===== config.mk =====
export PLATFORM = sky130hd
export DESIGN_NAME = alu_exec_stage
export DESIGN_NICKNAME = d
export VERILOG_FILES = /design/src/rtl/alu_exec_stage.sv
export SDC_FILE = /design/constraint.sdc
export NUM_CORES = 1
export LEC_CHECK = 0
export ABC_AREA = 0
export BUFFER_PORTS_ARGS = -buffer_cell sky130_fd_sc_hd__buf_2
export CAP_MARGIN = 20
export CORE_AREA = 10 10 356 358
export DETAILED_ROUTE_END_ITERATION = 10
export DIE_AREA = 0 0 366 368
export MAX_ROUTING_LAYER = met4
export SLEW_MARGIN = 10
export SYNTH_ARGS = -nofsm -noshare
export SYNTH_HDL_FRONTEND = slang
export SYNTH_SLANG_ARGS = --single-unit

===== constraint.sdc =====
create_clock -name clk -period 4.8 [get_ports clk]
set_clock_uncertainty 0.15 [all_clocks]
set_input_delay 1.2 -clock clk [delete_from_list [all_inputs] [get_ports clk]]
set_output_delay 1.2 -clock clk [all_outputs]
set_load 0.05 [all_outputs]

===== src/rtl/alu_exec_stage.sv =====
// alu_exec_stage: round-robin issue from the ALU reservation stations, one-cycle
// execute, and a single-cycle completion broadcast back to the station and ROB.
// Ports:
//   clk, rst       clock; synchronous active-high reset
//   flush          tag-window flush (valid, front_tag, flush_tag)
//   data           station entries (tag, opcodes, operands, valid)
//   acu_operation  per entry: 1 = comparator op, 0 = ALU op
//   ready          per entry: valid with both operands resolved
//   broadcast_bus  per-entry completion pulse carrying tag and result
//   busy           issue or result register occupied
package alu_exec_pkg;
    typedef enum logic [2:0] {
        ALU_ADD, ALU_SUB, ALU_SLL, ALU_SRL, ALU_SRA, ALU_XOR, ALU_OR, ALU_AND
    } alu_ops;
    typedef enum logic [2:0] {
        CMP_BEQ, CMP_BNE, CMP_BLT, CMP_BGE, CMP_BLTU, CMP_BGEU
    } cmp_ops;
    typedef struct packed {
        logic       valid;
        logic [3:0] front_tag;
        logic [3:0] flush_tag;
    } flush_t;
    typedef struct packed {
        logic        valid;
        logic [3:0]  tag;
        alu_ops      alu_opcode;
        cmp_ops      cmp_opcode;
        logic [31:0] r1;
        logic [31:0] r2;
    } rs_t;
    typedef struct packed {
        logic        rdy;
        logic [3:0]  tag;
        logic [31:0] data;
    } sal_t;
endpackage

module alu_exec_stage
    import alu_exec_pkg::*;
#(
    parameter int size = 8
) (
    input  logic              clk,
    input  logic              rst,
    input  flush_t            flush,
    input  rs_t   [size-1:0]  data,
    input  logic  [size-1:0]  acu_operation,
    input  logic  [size-1:0]  ready,
    output sal_t  [size-1:0]  broadcast_bus,
    output logic              busy
);
    localparam int iw = $clog2(size);

    logic [size-1:0] eligible, in_flight, in_flight_next, valid_mask;
    logic [iw-1:0]   ptr, gnt, idx, oidx;
    logic            found, grant, kill_issue, iv, ov, iacu, cmp_res, unused_valid;
    logic [3:0]      itag, otag;
    alu_ops          ialu;
    cmp_ops          icmp;
    logic [31:0]     ir1, ir2, alu_res, odata;

    // Tag window [front, back) on a 16-entry circular tag space.
    function automatic logic in_window(input logic [3:0] t, input logic [3:0] front,
                                       input logic [3:0] back);
        return front <= back ? (t >= front && t < back) : (t >= front || t < back);
    endfunction

    assign eligible   = ready & ~in_flight;
    assign grant      = found && !flush.valid;
    assign kill_issue = flush.valid && iv && in_window(itag, flush.front_tag, flush.flush_tag);
    assign busy       = iv | ov;
    // The station folds valid into ready, so the entry valid bit is not consulted here.
    assign unused_valid = ^valid_mask;

    always_comb begin
        for (int i = 0; i < size; i++) valid_mask[i] = data[i].valid;
    end

    // Scan from the highest offset down so the lowest offset from ptr wins.
    always_comb begin
        gnt   = ptr;
        found = 1'b0;
        for (int k = size - 1; k >= 0; k--) begin
            if (eligible[ptr + iw'(k)]) begin
                gnt   = ptr + iw'(k);
                found = 1'b1;
            end
        end
    end

    // Grant sets last so a freshly granted entry always shows as in flight.
    always_comb begin
        in_flight_next = in_flight;
        if (ov) in_flight_next[oidx] = 1'b0;
        if (kill_issue) in_flight_next[idx] = 1'b0;
        if (grant) in_flight_next[gnt] = 1'b1;
    end

    always_comb begin
        case (ialu)
            ALU_ADD: alu_res = ir1 + ir2;
            ALU_SUB: alu_res = ir1 - ir2;
            ALU_SLL: alu_res = ir1 << ir2[4:0];
            ALU_SRL: alu_res = ir1 >> ir2[4:0];
            ALU_SRA: alu_res = 32'($signed(ir1) >>> ir2[4:0]);
            ALU_XOR: alu_res = ir1 ^ ir2;
            ALU_OR:  alu_res = ir1 | ir2;
            default: alu_res = ir1 & ir2;
        endcase
    end

    always_comb begin
        case (icmp)
            CMP_BEQ:  cmp_res = ir1 == ir2;
            CMP_BNE:  cmp_res = ir1 != ir2;
            CMP_BLT:  cmp_res = $signed(ir1) < $signed(ir2);
            CMP_BGE:  cmp_res = $signed(ir1) >= $signed(ir2);
            CMP_BLTU: cmp_res = ir1 < ir2;
            CMP_BGEU: cmp_res = ir1 >= ir2;
            default:  cmp_res = 1'b0;
        endcase
    end

    always_comb begin
        for (int i = 0; i < size; i++)
            broadcast_bus[i] = (ov && oidx == iw'(i)) ? {1'b1, otag, odata} : '0;
    end

    always_ff @(posedge clk) begin
        if (rst) begin
            iv        <= 1'b0;
            ov        <= 1'b0;
            ptr       <= '0;
            in_flight <= '0;
            idx       <= '0;
            itag      <= '0;
            ialu      <= ALU_ADD;
            icmp      <= CMP_BEQ;
            iacu      <= 1'b0;
            ir1       <= '0;
            ir2       <= '0;
            oidx      <= '0;
            otag      <= '0;
            odata     <= '0;
        end else begin
            iv <= grant;
            if (grant) begin
                idx  <= gnt;
                itag <= data[gnt].tag;
                ialu <= data[gnt].alu_opcode;
                icmp <= data[gnt].cmp_opcode;
                iacu <= acu_operation[gnt];
                ir1  <= data[gnt].r1;
                ir2  <= data[gnt].r2;
                ptr  <= gnt + iw'(1);
            end
            ov        <= iv && !kill_issue;
            oidx      <= idx;
            otag      <= itag;
            odata     <= iacu ? {31'b0, cmp_res} : alu_res;
            in_flight <= in_flight_next;
        end
    end
endmodule


; ---- After elaboration in Yosys (flattened, before gate mapping)
; Index checks and enable logic that the tools add are counted.
[op_classes]
add_sub_neg = 10
n_lt_le_gt_ge = 21
n_eq_ne = 20
shifts = 3
mux = 57
n_bitwise = 11
reduce_logical = 23
[op_table]
columns = cell, count
row1 = 37-bit two-way mux, 8
row2 = 75-bit binary-select mux with 3-bit select, 1
row3 = 32-bit case mux with 7 select lines, 1
row4 = 74-bit two-way mux, 1
row5 = 32-bit greater-or-equal comparator, 2
row6 = 32-bit < comparator, 2
row7 = 3-bit by 4-bit < comparator with 1-bit output (second input constant), 11
row8 = 32-bit adder, 1
row9 = 32-bit AND, 1
row10 = 32-bit == test, 1
row11 = 32-bit inequality test, 1
row12 = 32-bit OR, 1
row13 = 32-bit by 5-bit left shift with 32-bit output, 1
row14 = 32-bit by 5-bit right shift with 32-bit output, 1
row15 = 32-bit by 5-bit >>> shifter with 32-bit output, 1
row16 = 32-bit subtractor, 1
row17 = 32-bit bitwise XOR, 1
row18 = 1-bit binary-select mux with 3-bit select, 9
row19 = 3-bit == test (second input constant), 9
row20 = 8-bit AND, 3
row21 = 3-bit two-way mux, 8
row22 = 8-bit two-way mux, 3
row23 = 8-bit NOT, 3
row24 = 1-bit two-way mux, 22
row25 = 18 further kinds, 52
[word_totals]
reg_bits = 130
in_bits = 627
out_inout_bits = 297
elab_cells = 160

; ---- Depth between registers and ports, before layout
; Gate-level depths: netlist of the first run.
[depth]
depth_word = 18
depth_mapped = 18
mapped_depth_nobuf = 14

; ---- Least setup slack after synthesis of the first run
; No wires, ideal clock.
[synth_timing]
kind = register -> register
start = register ir2[2]
end = register odata[30]
setup_time_ns = 0.070
t_arrival_ns = 4.276
required_time_ns = 4.580
setup_slack_ns = 0.304
path_stages_with_launch = 18
path_buffers = 5
period_less_slack_ns = 4.496
path_cell_list = dfxtp_1 clkbuf_1 inv_1 clkbuf_1 buf_1 buf_1 ha_1 clkbuf_1 a211oi_1 o21a_1 o21ai_0 and3_1 o211a_1 o311ai_0 a211oi_1 o311ai_0 o211ai_1 a21oi_1
[synth_via]
elab_chain_cells = 2
word_cells_on_any_way = 6
classes_between = add/sub: 2 / shift: 3 / mux: 1
[synth_rtl]
columns = item, line
row1 = start: declaration, 60  ; logic [31:0] ir1, ir2, alu_res, odata;
row2 = start signal: assignment, 154  ; ir2 <= data[gnt].r2;
row3 = "32-bit subtractor, or another cell as far along", 102  ; ALU_SUB: alu_res = ir1 - ir2;
row4 = 32-bit case mux with 7 select lines (*), 100  ; case (ialu)
row5 = end signal: assignment, 160  ; odata <= iacu ? {31'b0, cmp_res} : alu_res;
row6 = end: declaration, 60
; Every way passes the cells marked *; elsewhere a longest branch is shown, timed or not.
; A chain may end at the register's enable or synchronous reset.

; ---- Final worst setup path of the first run
[layout_timing]
start = input ready[6]
end = register ir2[23]
[layout_via]
elab_chain_cells = 13
word_cells_on_any_way = 36
classes_between = mux: 34 / bitwise: 1 / reduce/logical: 1
[layout_rtl]
columns = item, line
row1 = start: declaration, 48  ; input logic [size-1:0] ready,
row2 = 8-bit AND (*), 68  ; assign eligible = ready & ~in_flight;
row3 = 1-bit binary-select mux with 3-bit select, 84  ; if (eligible[ptr + iw'(k)]) begin
row4 = 1-bit two-way mux (not written as such), 84
row5 = 3-bit two-way mux (8 in series), 84
row6 = 75-bit binary-select mux with 3-bit select, 154
row7 = 74-bit two-way mux (not written as such), 154
; Every way passes the cells marked *; elsewhere a longest branch is shown, timed or not. The select of a mux whose other input is x is not followed.

==> metrics.yaml, run 1 <==
drcViolationCount: 0
worstSkewPairLatency_ns: 0.50
synth_seq_area_share_pct: 12.8
root_buffer: "clkbuf_16"
dieArea_sq_um: 135000
vias_per_cell: 5.06
worstHoldStart: "idx[0]"
critPathMaxFanout: 15
placementRows: 127
dp_hpwl_um: 131000
rr_endpoint: "ir2[23]"
wl_met1_um: 62700
critical_path_class: "primary input to flip-flop"
syn2layout_area_growth_pct: 40.0
final_cell_mix: "915 x buf_2, 317 x mux2i_1, 302 x and2_1, 246 x nor2_1, 226 x o21ai_0"
grt_pass1_vias: 26319
yosysWarnings: 0
ant_nets: 0
worstPathCellList: "buf_2, nand2b_1, mux2i_1, mux2i_1, o22ai_1, nor3_1, mux2_2, o21ai_2, buf_12, nor2_1, buf_4, a221oi_1, a211oi_1"
powerDensity_nw_per_um2: 776
status: "finished, final reports clean"
max_stage_delay_ns: 0.81
hold_path_class: "flip-flop to flip-flop"
drt_iter0_drc: 2735
end_kind: "flip-flop"
gp_congestion: 1.05
ys_top_cells_by_area: "mux2i_1 16%, dfxtp_1 13%, and2_1 9.3%, ha_1 6.8%, o21ai_0 5.6%"
synth_cell_types: 85
fmax_ghz: 0.215
crit_arrival_ns: 4.84
setup_viol: 0
drive_gt1_share_pct: 34.1
htreeDepth: 4
highest_layer: "met4"
die_h_um: 368
worstMarginPinSlew_ns: 1.15
drtPass1Iterations: 9
synth_edf_count: 0
grt_max_degree: 94
wl_met2_um: 71400
dpl_cell_area_sq_um: 27900
finalNetCount: 4419
p_leak_nw: 13.2
avgSynthCellArea_sq_um: 7.33
fin_area_sq_um: 28600
final_util_pct: 23.9
synth_nets: 3522
cts_hold_buf: 0
synth_cells: 2782
final_common_cell: "buf_2"
max_slew_margin_pct: 23.0
clkSinkCount: 130
ys.flop_type: "dfxtp_1"
r2r-start: "ptr[1]"
r2r_setup_slack_ns: 0.19
min_path_cells: 1
die_x_um: 366
antenna_found_initial: 89
post-route-period-util_pct: 97.0
finalCriticalPeriod_ns: 4.66
synth_top_area_cell: "mux2i_1"
synth_top_area_share_pct: 15.6
clock_path_buffers: 2
fp.coreArea_sq_um: 119000
finalHoldViolCount: 0
holdPathEnd: "oidx[0]"
ios: 924
cp.required_ns: 4.98
met3WireLength_um: 13600
globalRouteTotalUtil_pct: 22.1
cpMaxStageDelayCell: "a221oi_1"
timing.critical_path.mode_cell: "mux2i_1"
slew_viol_final: 0
rsz0062_at_grt: "false"
rr_worst_depth: 15
maxCapViolations: 0
syn_area_sq_um: 20400
ir_drop_uv: 607
worstSetupStartpointType: "primary input"
cts_tree: "done"
cts_setup_buffers: 0
vias: 27001
grt_pass1_wl_um: 210000
synth-seq-cells: 130
initial_core_util_pct: 17.1
synthArstFlopShare_pct: 0
globalRoute.totalOverflow: 0
clk_pin_slew_worst_paths_ns: 0.06
io_buffers: 915
ctsResizeCount: 0
wl_per_cell_um: 28.9
cts_inserted_buffers: 17
drt-total-wl_um: 154000
## area by class of cell
type | count | area (sq um)
inverter | 124 | 470
antenna | 37 | 92.6
sequential | 130 | 2610
multi-input combinational | 2290 | 16400
timing repair buffer | 1116 | 6310
clock buffer | 18 | 439
clock inverter | 14 | 175
tap | 1612 | 2020
fill | 13489 | 90800
## synthesized netlist by cell type (36+ instances only)
cell type	number
a211oi_1	46
a21oi_1	142
a221oi_1	36
a31oi_1	45
and2_1	302
buf_2	50
clkbuf_1	163
dfxtp_1	130
ha_1	111
inv_1	117
mux2i_1	317
mux4_2	44
nand2_1	173
nand3_1	47
nor2_1	254
nor3_1	38
o21ai_0	227
o22ai_1	53
o2bb2ai_1	69
## state kept, by name, summed over array words and instances, names as in the netlist
signal / cells
iacu: 1
ialu: 3
icmp: 3
idx: 3
in_flight: 8
ir1: 32
ir2: 32
itag: 4
iv: 1
odata: 32
oidx: 3
otag: 4
ov: 1
ptr: 3
## critical path, delay by kind of cell
family	cells	cell delay (ns)
AO/OA/AOI/OAI	4	1.64
multiplexers	3	1.21
buffers and inverters	3	0.46
AND/OR/NAND/NOR	3	0.30
## through the flow
stage / cells / total power, W / setup TNS [ns] / worst slack, ns / hold slack (ns)
after global placement: 5271 / 0.0202 / -1.32 / -0.154 / 0.329
final: 5341 / 0.0222 / 0 / 0.143 / 0.349
after global routing: 5333 / 0.0233 / 0 / 0.00482 / 0.368
after CTS: 5304 / 0.0218 / 0 / 0.232 / 0.347
after floorplan: 2782 / 0.0128 / 0 / 0.304 / 0.289
after detailed placement: 5272 / 0.0203 / -0.560 / -0.170 / 0.334
## where the power goes
group	leakage, nW	switching [W]	internal, W
combinational	11.8	0.0113	0.00701
clock	0.306	0.000623	0.000836
sequential	1.08	0.000900	0.00147
total	13.2	0.0129	0.00931
## routing by layer
layer	vias up	track usage, %
met4	0	8.26
met5	-	-
met2	1664	35.8
met1	12954	26.7
met3	294	4.92
li1	12089	-
## logic make-up after synthesis
group,after synthesis,share of synthesized area [%]
fa+ha+maj,114,7.05
flops,130,12.8
simple gates,932,23.0
mux,372,21.0
compound gates,855,28.4
xor+xnor,17,0.730
buf+inv,362,7.04
## worst max path at each step
stage | startpoint | end | slack (ns) | cells past startpoint
detailed placement | ready[2] | ir2[23] | -0.17 | 14
floorplan | ir2[2] | odata[30] | 0.30 | 17
global placement | ready[6] | ir2[23] | -0.15 | 13
CTS | ptr[1] | ir2[23] | 0.23 | 16
finish | ready[6] | ir2[23] | 0.14 | 13
global route | ptr[1] | ir2[23] | 0.005 | 16
Note: power is estimated with default switching activity, not from simulation.
==> inputs of run 2 (changes only) <==
--- a/config.mk
+++ b/config.mk
@@ -8,9 +8,9 @@
 export ABC_AREA = 0
 export BUFFER_PORTS_ARGS = -buffer_cell sky130_fd_sc_hd__buf_2
 export CAP_MARGIN = 20
-export CORE_AREA = 10 10 356 358
+export CORE_AREA = 10 10 353 355
 export DETAILED_ROUTE_END_ITERATION = 10
-export DIE_AREA = 0 0 366 368
+export DIE_AREA = 0 0 363 365
 export MAX_ROUTING_LAYER = met4
 export SLEW_MARGIN = 10
 export SYNTH_ARGS = -nofsm -noshare
==> constraint.sdc (replaced) <==
create_clock -name clk -period 4 [get_ports clk]
set_clock_uncertainty 0.15 [all_clocks]
set_input_delay 1 -clock clk [delete_from_list [all_inputs] [get_ports clk]]
set_output_delay 1 -clock clk [all_outputs]
set_load 0.05 [all_outputs]
==> run 2 against run 1 <==
  * Count of clock-buffer cells in the layout up 1
  * Final area up 6.6%
  * First-iteration DRC count rose by 9.0%
  * Setup slack worse by 0.097 ns
  * Global-route usage rose by 0.83 points
  * Die area shrank 1.6%
  * Critical path depth stayed put
  * Sequential power up 13%
  * Hold slack lost 0.0073 ns
  * Wire length is 2.4% higher
  * Power up 36%
==> metrics.yaml, run 2 (synthesis gave the netlist of run 1 again) <==
status: "finished, final reports clean"  # unchanged
rr_worst_depth: 13  # was 15
ir_drop_uv: 591  # was 607 uV
path_buf_inv: 4  # was 3
grt_pass1_vias: 26625  # was 26319
wl_per_cell_um: 28.9  # about the same
placed_cells_incl_taps: 5389  # was 5272
finalNetCount: 4628  # was 4419
max_slew_margin_pct: 32.2  # was 23.0%
cpLargestDelayFamily: "compound AO/OA/AOI/OAI gates"  # unchanged
critical_path_class: "flip-flop to flip-flop"  # was primary input to flip-flop
gp_congestion: 1.04  # was 1.05
r2r-start: "ir2[4]"  # was ptr[1]
htreeDepth: 4  # unchanged
die_x_um: 363  # was 366 um
fin_area_sq_um: 30400  # was 28600 sq um
drt_iter0_drc: 2981  # was 2735
initial_core_util_pct: 17.4  # was 17.1%
seqCellArea_sq_um: 2610  # about the same
dpl_cell_area_sq_um: 29300  # was 27900 sq um
dieArea_sq_um: 132000  # was 135000 sq um
clock_path_buffers: 2  # unchanged
setup_viol: 0  # unchanged
finalHoldViolCount: 0  # unchanged
syn2layout_area_growth_pct: 49.2  # was 40.0%
clkSinkCount: 130  # unchanged
fmax_ghz: 0.253
stdcell_count: 5465  # was 5341
cp.required_ns: 4.27  # was 4.98 ns
rr_endpoint: "odata[29]"  # was ir2[23]
globalRoute.totalOverflow: 0  # unchanged
powerDensity_nw_per_um2: 989  # was 776 nW/um^2
cpMaxStageDelayCell: "dfxtp_1"  # was a221oi_1
finalCriticalPeriod_ns: 3.95
vias: 27760  # was 27001
slew_viol_final: 0  # unchanged
hold_path_class: "flip-flop to flip-flop"  # unchanged
critPathMaxFanout: 7  # was 15
hold_slack_ns: 0.342  # was 0.349 ns
grt_max_degree: 93  # was 94
worstMarginPinSlew_ns: 1.02  # was 1.15 ns
io_buffers: 915  # unchanged
timing.critical_path.mode_cell: "buf_4"  # was mux2i_1
cts_inserted_buffers: 17  # unchanged
holdPathEnd: "ov"  # was oidx[0]
antenna_found_initial: 73  # was 89
fill_cells: 13144  # was 13489
max_stage_delay_ns: 0.49  # was 0.81 ns
final_cell_mix: "915 x buf_2, 375 x buf_4, 314 x mux2i_1, 302 x and2_1, 246 x nor2_1"  # was 915 x buf_2, 317 x mux2i_1, 302 x and2_1, 246 x nor2_1, 226 x o21ai_0
placementRows: 126  # was 127
p_leak_nw: 14.3  # was 13.2 nW
vias_per_cell: 5.08  # was 5.06
worstSetupStartpointType: "flip-flop"  # was primary input
final_common_cell: "buf_2"  # unchanged
ios: 924  # unchanged
ant_nets: 0  # unchanged
die_h_um: 365  # was 368 um
worstSkewPairLatency_ns: 0.52  # was 0.50 ns
drcViolationCount: 0  # unchanged
drt-total-wl_um: 158000  # was 154000 um
cts_tree: "done"  # unchanged
grt_pass1_wl_um: 211000  # was 210000 um
clk_pin_slew_worst_paths_ns: 0.08  # was 0.06 ns
p_total_w: 0.0301  # was 0.0222 W
root_buffer: "clkbuf_16"  # unchanged
fp.coreArea_sq_um: 117000  # was 119000 sq um
maxCapViolations: 0  # unchanged
multi_input_area_sq_um: 16700  # was 16400 sq um
post-route-period-util_pct: 98.8
worstPathCellList: "inv_1, ha_1, a21oi_1, a2bb2oi_1, a311oi_2, o31ai_1, buf_4, o221a_2, a221o_1, buf_4, or4_1, a31oi_1, buf_4"  # was buf_2, nand2b_1, mux2i_1, mux2i_1, o22ai_1, nor3_1, mux2_2, o21ai_2, buf_12, nor2_1, buf_4, a221oi_1, a211oi_1
worstHoldStart: "iv"  # was idx[0]
dp_hpwl_um: 135000  # was 131000 um
crit_arrival_ns: 4.23  # was 4.84 ns
end_kind: "flip-flop"  # unchanged
min_path_cells: 1  # unchanged
globalRouteTotalUtil_pct: 23.0  # was 22.1%
top_regs: "ir1 (32), ir2 (32), odata (32)"  # unchanged
drtPass1Iterations: 9  # unchanged
drive_gt1_share_pct: 38.5  # was 34.1%
r2r_setup_slack_ns: 0.05  # was 0.19 ns
==> run 2: changes by cell type in the layout (fill, tap and decap cells not counted), moves of 4 or more <==
cell      previous run  this run
a221oi_1            36        25
buf_6                0         4
diode_2             37        28
buf_12              18        27
o22ai_2              0         6
a221oi_2             0         8
buf_4              183       375
o22ai_1             53        47
==> run 2: layout make-up <==
class | count | area share, %
Tap cell | 1536 | 6.31
Multi-Input combinational cell | 2291 | 54.9
Clock buffer | 19 | 1.46
Sequential cell | 130 | 8.59
Clock inverter | 13 | 0.489
Antenna cell | 28 | 0.230
Inverter | 124 | 1.55
Timing Repair Buffer | 1324 | 26.5
==> run 2: worst max-delay path by stage <==
stage | start | to | slack (ns) | depth (start not counted)
after global placement | ready[0] | ir2[23] | -0.61 | 14
after detailed placement | ready[2] | ir2[23] | -0.62 | 13
after global routing | ptr[1] | ir1[14] | -0.02 | 17
after CTS | ptr[1] | ir1[18] | 0.0004 | 14
final | ir2[4] | odata[29] | 0.05 | 13
after floorplan | ir2[2] | odata[30] | -0.009 | 17
==> run 2: repair_timing <==
| item | 4_1_cts | 5_1_grt |
|---|---|---|
| resized for setup | 21 | 38 |
| setup endpoints to repair | 45 | 85 |
| hold buffers | 0 | 0 |
| pin swaps | 2 | 7 |
| gates cloned | 0 | 3 |
| buffers inserted | 0 | 13 |
==> run 2: metrics by stage <==
stage           TNS, ns  util [%]  setup WS, ns
6_report              0      25.9        0.0462
5_1_grt         -0.0926      25.9       -0.0230
4_1_cts               0      25.6      0.000412
3_5_place_dp     -28.26      25.0        -0.619
3_3_place_gp     -24.82      25.0        -0.607
2_1_floorplan  -0.00865         -      -0.00865
==> run 2: per-layer routing <==
| layer | track usage, % | wire (um) |
|---|---|---|
| met1 | 27.9 | 64300 |
| met5 | - | 0 |
| met4 | 11.8 | 9020 |
| met2 | 36.2 | 71800 |
| met3 | 4.20 | 12700 |
==> run 2: power by group <==
| group | total, W | internal, W | switching (W) |
|---|---|---|---|
| registers | 0.00268 | 0.00177 | 0.000917 |
| logic | 0.0257 | 0.0108 | 0.0149 |
| clock network | 0.00177 | 0.000946 | 0.000822 |
| total | 0.0301 | 0.0135 | 0.0166 |
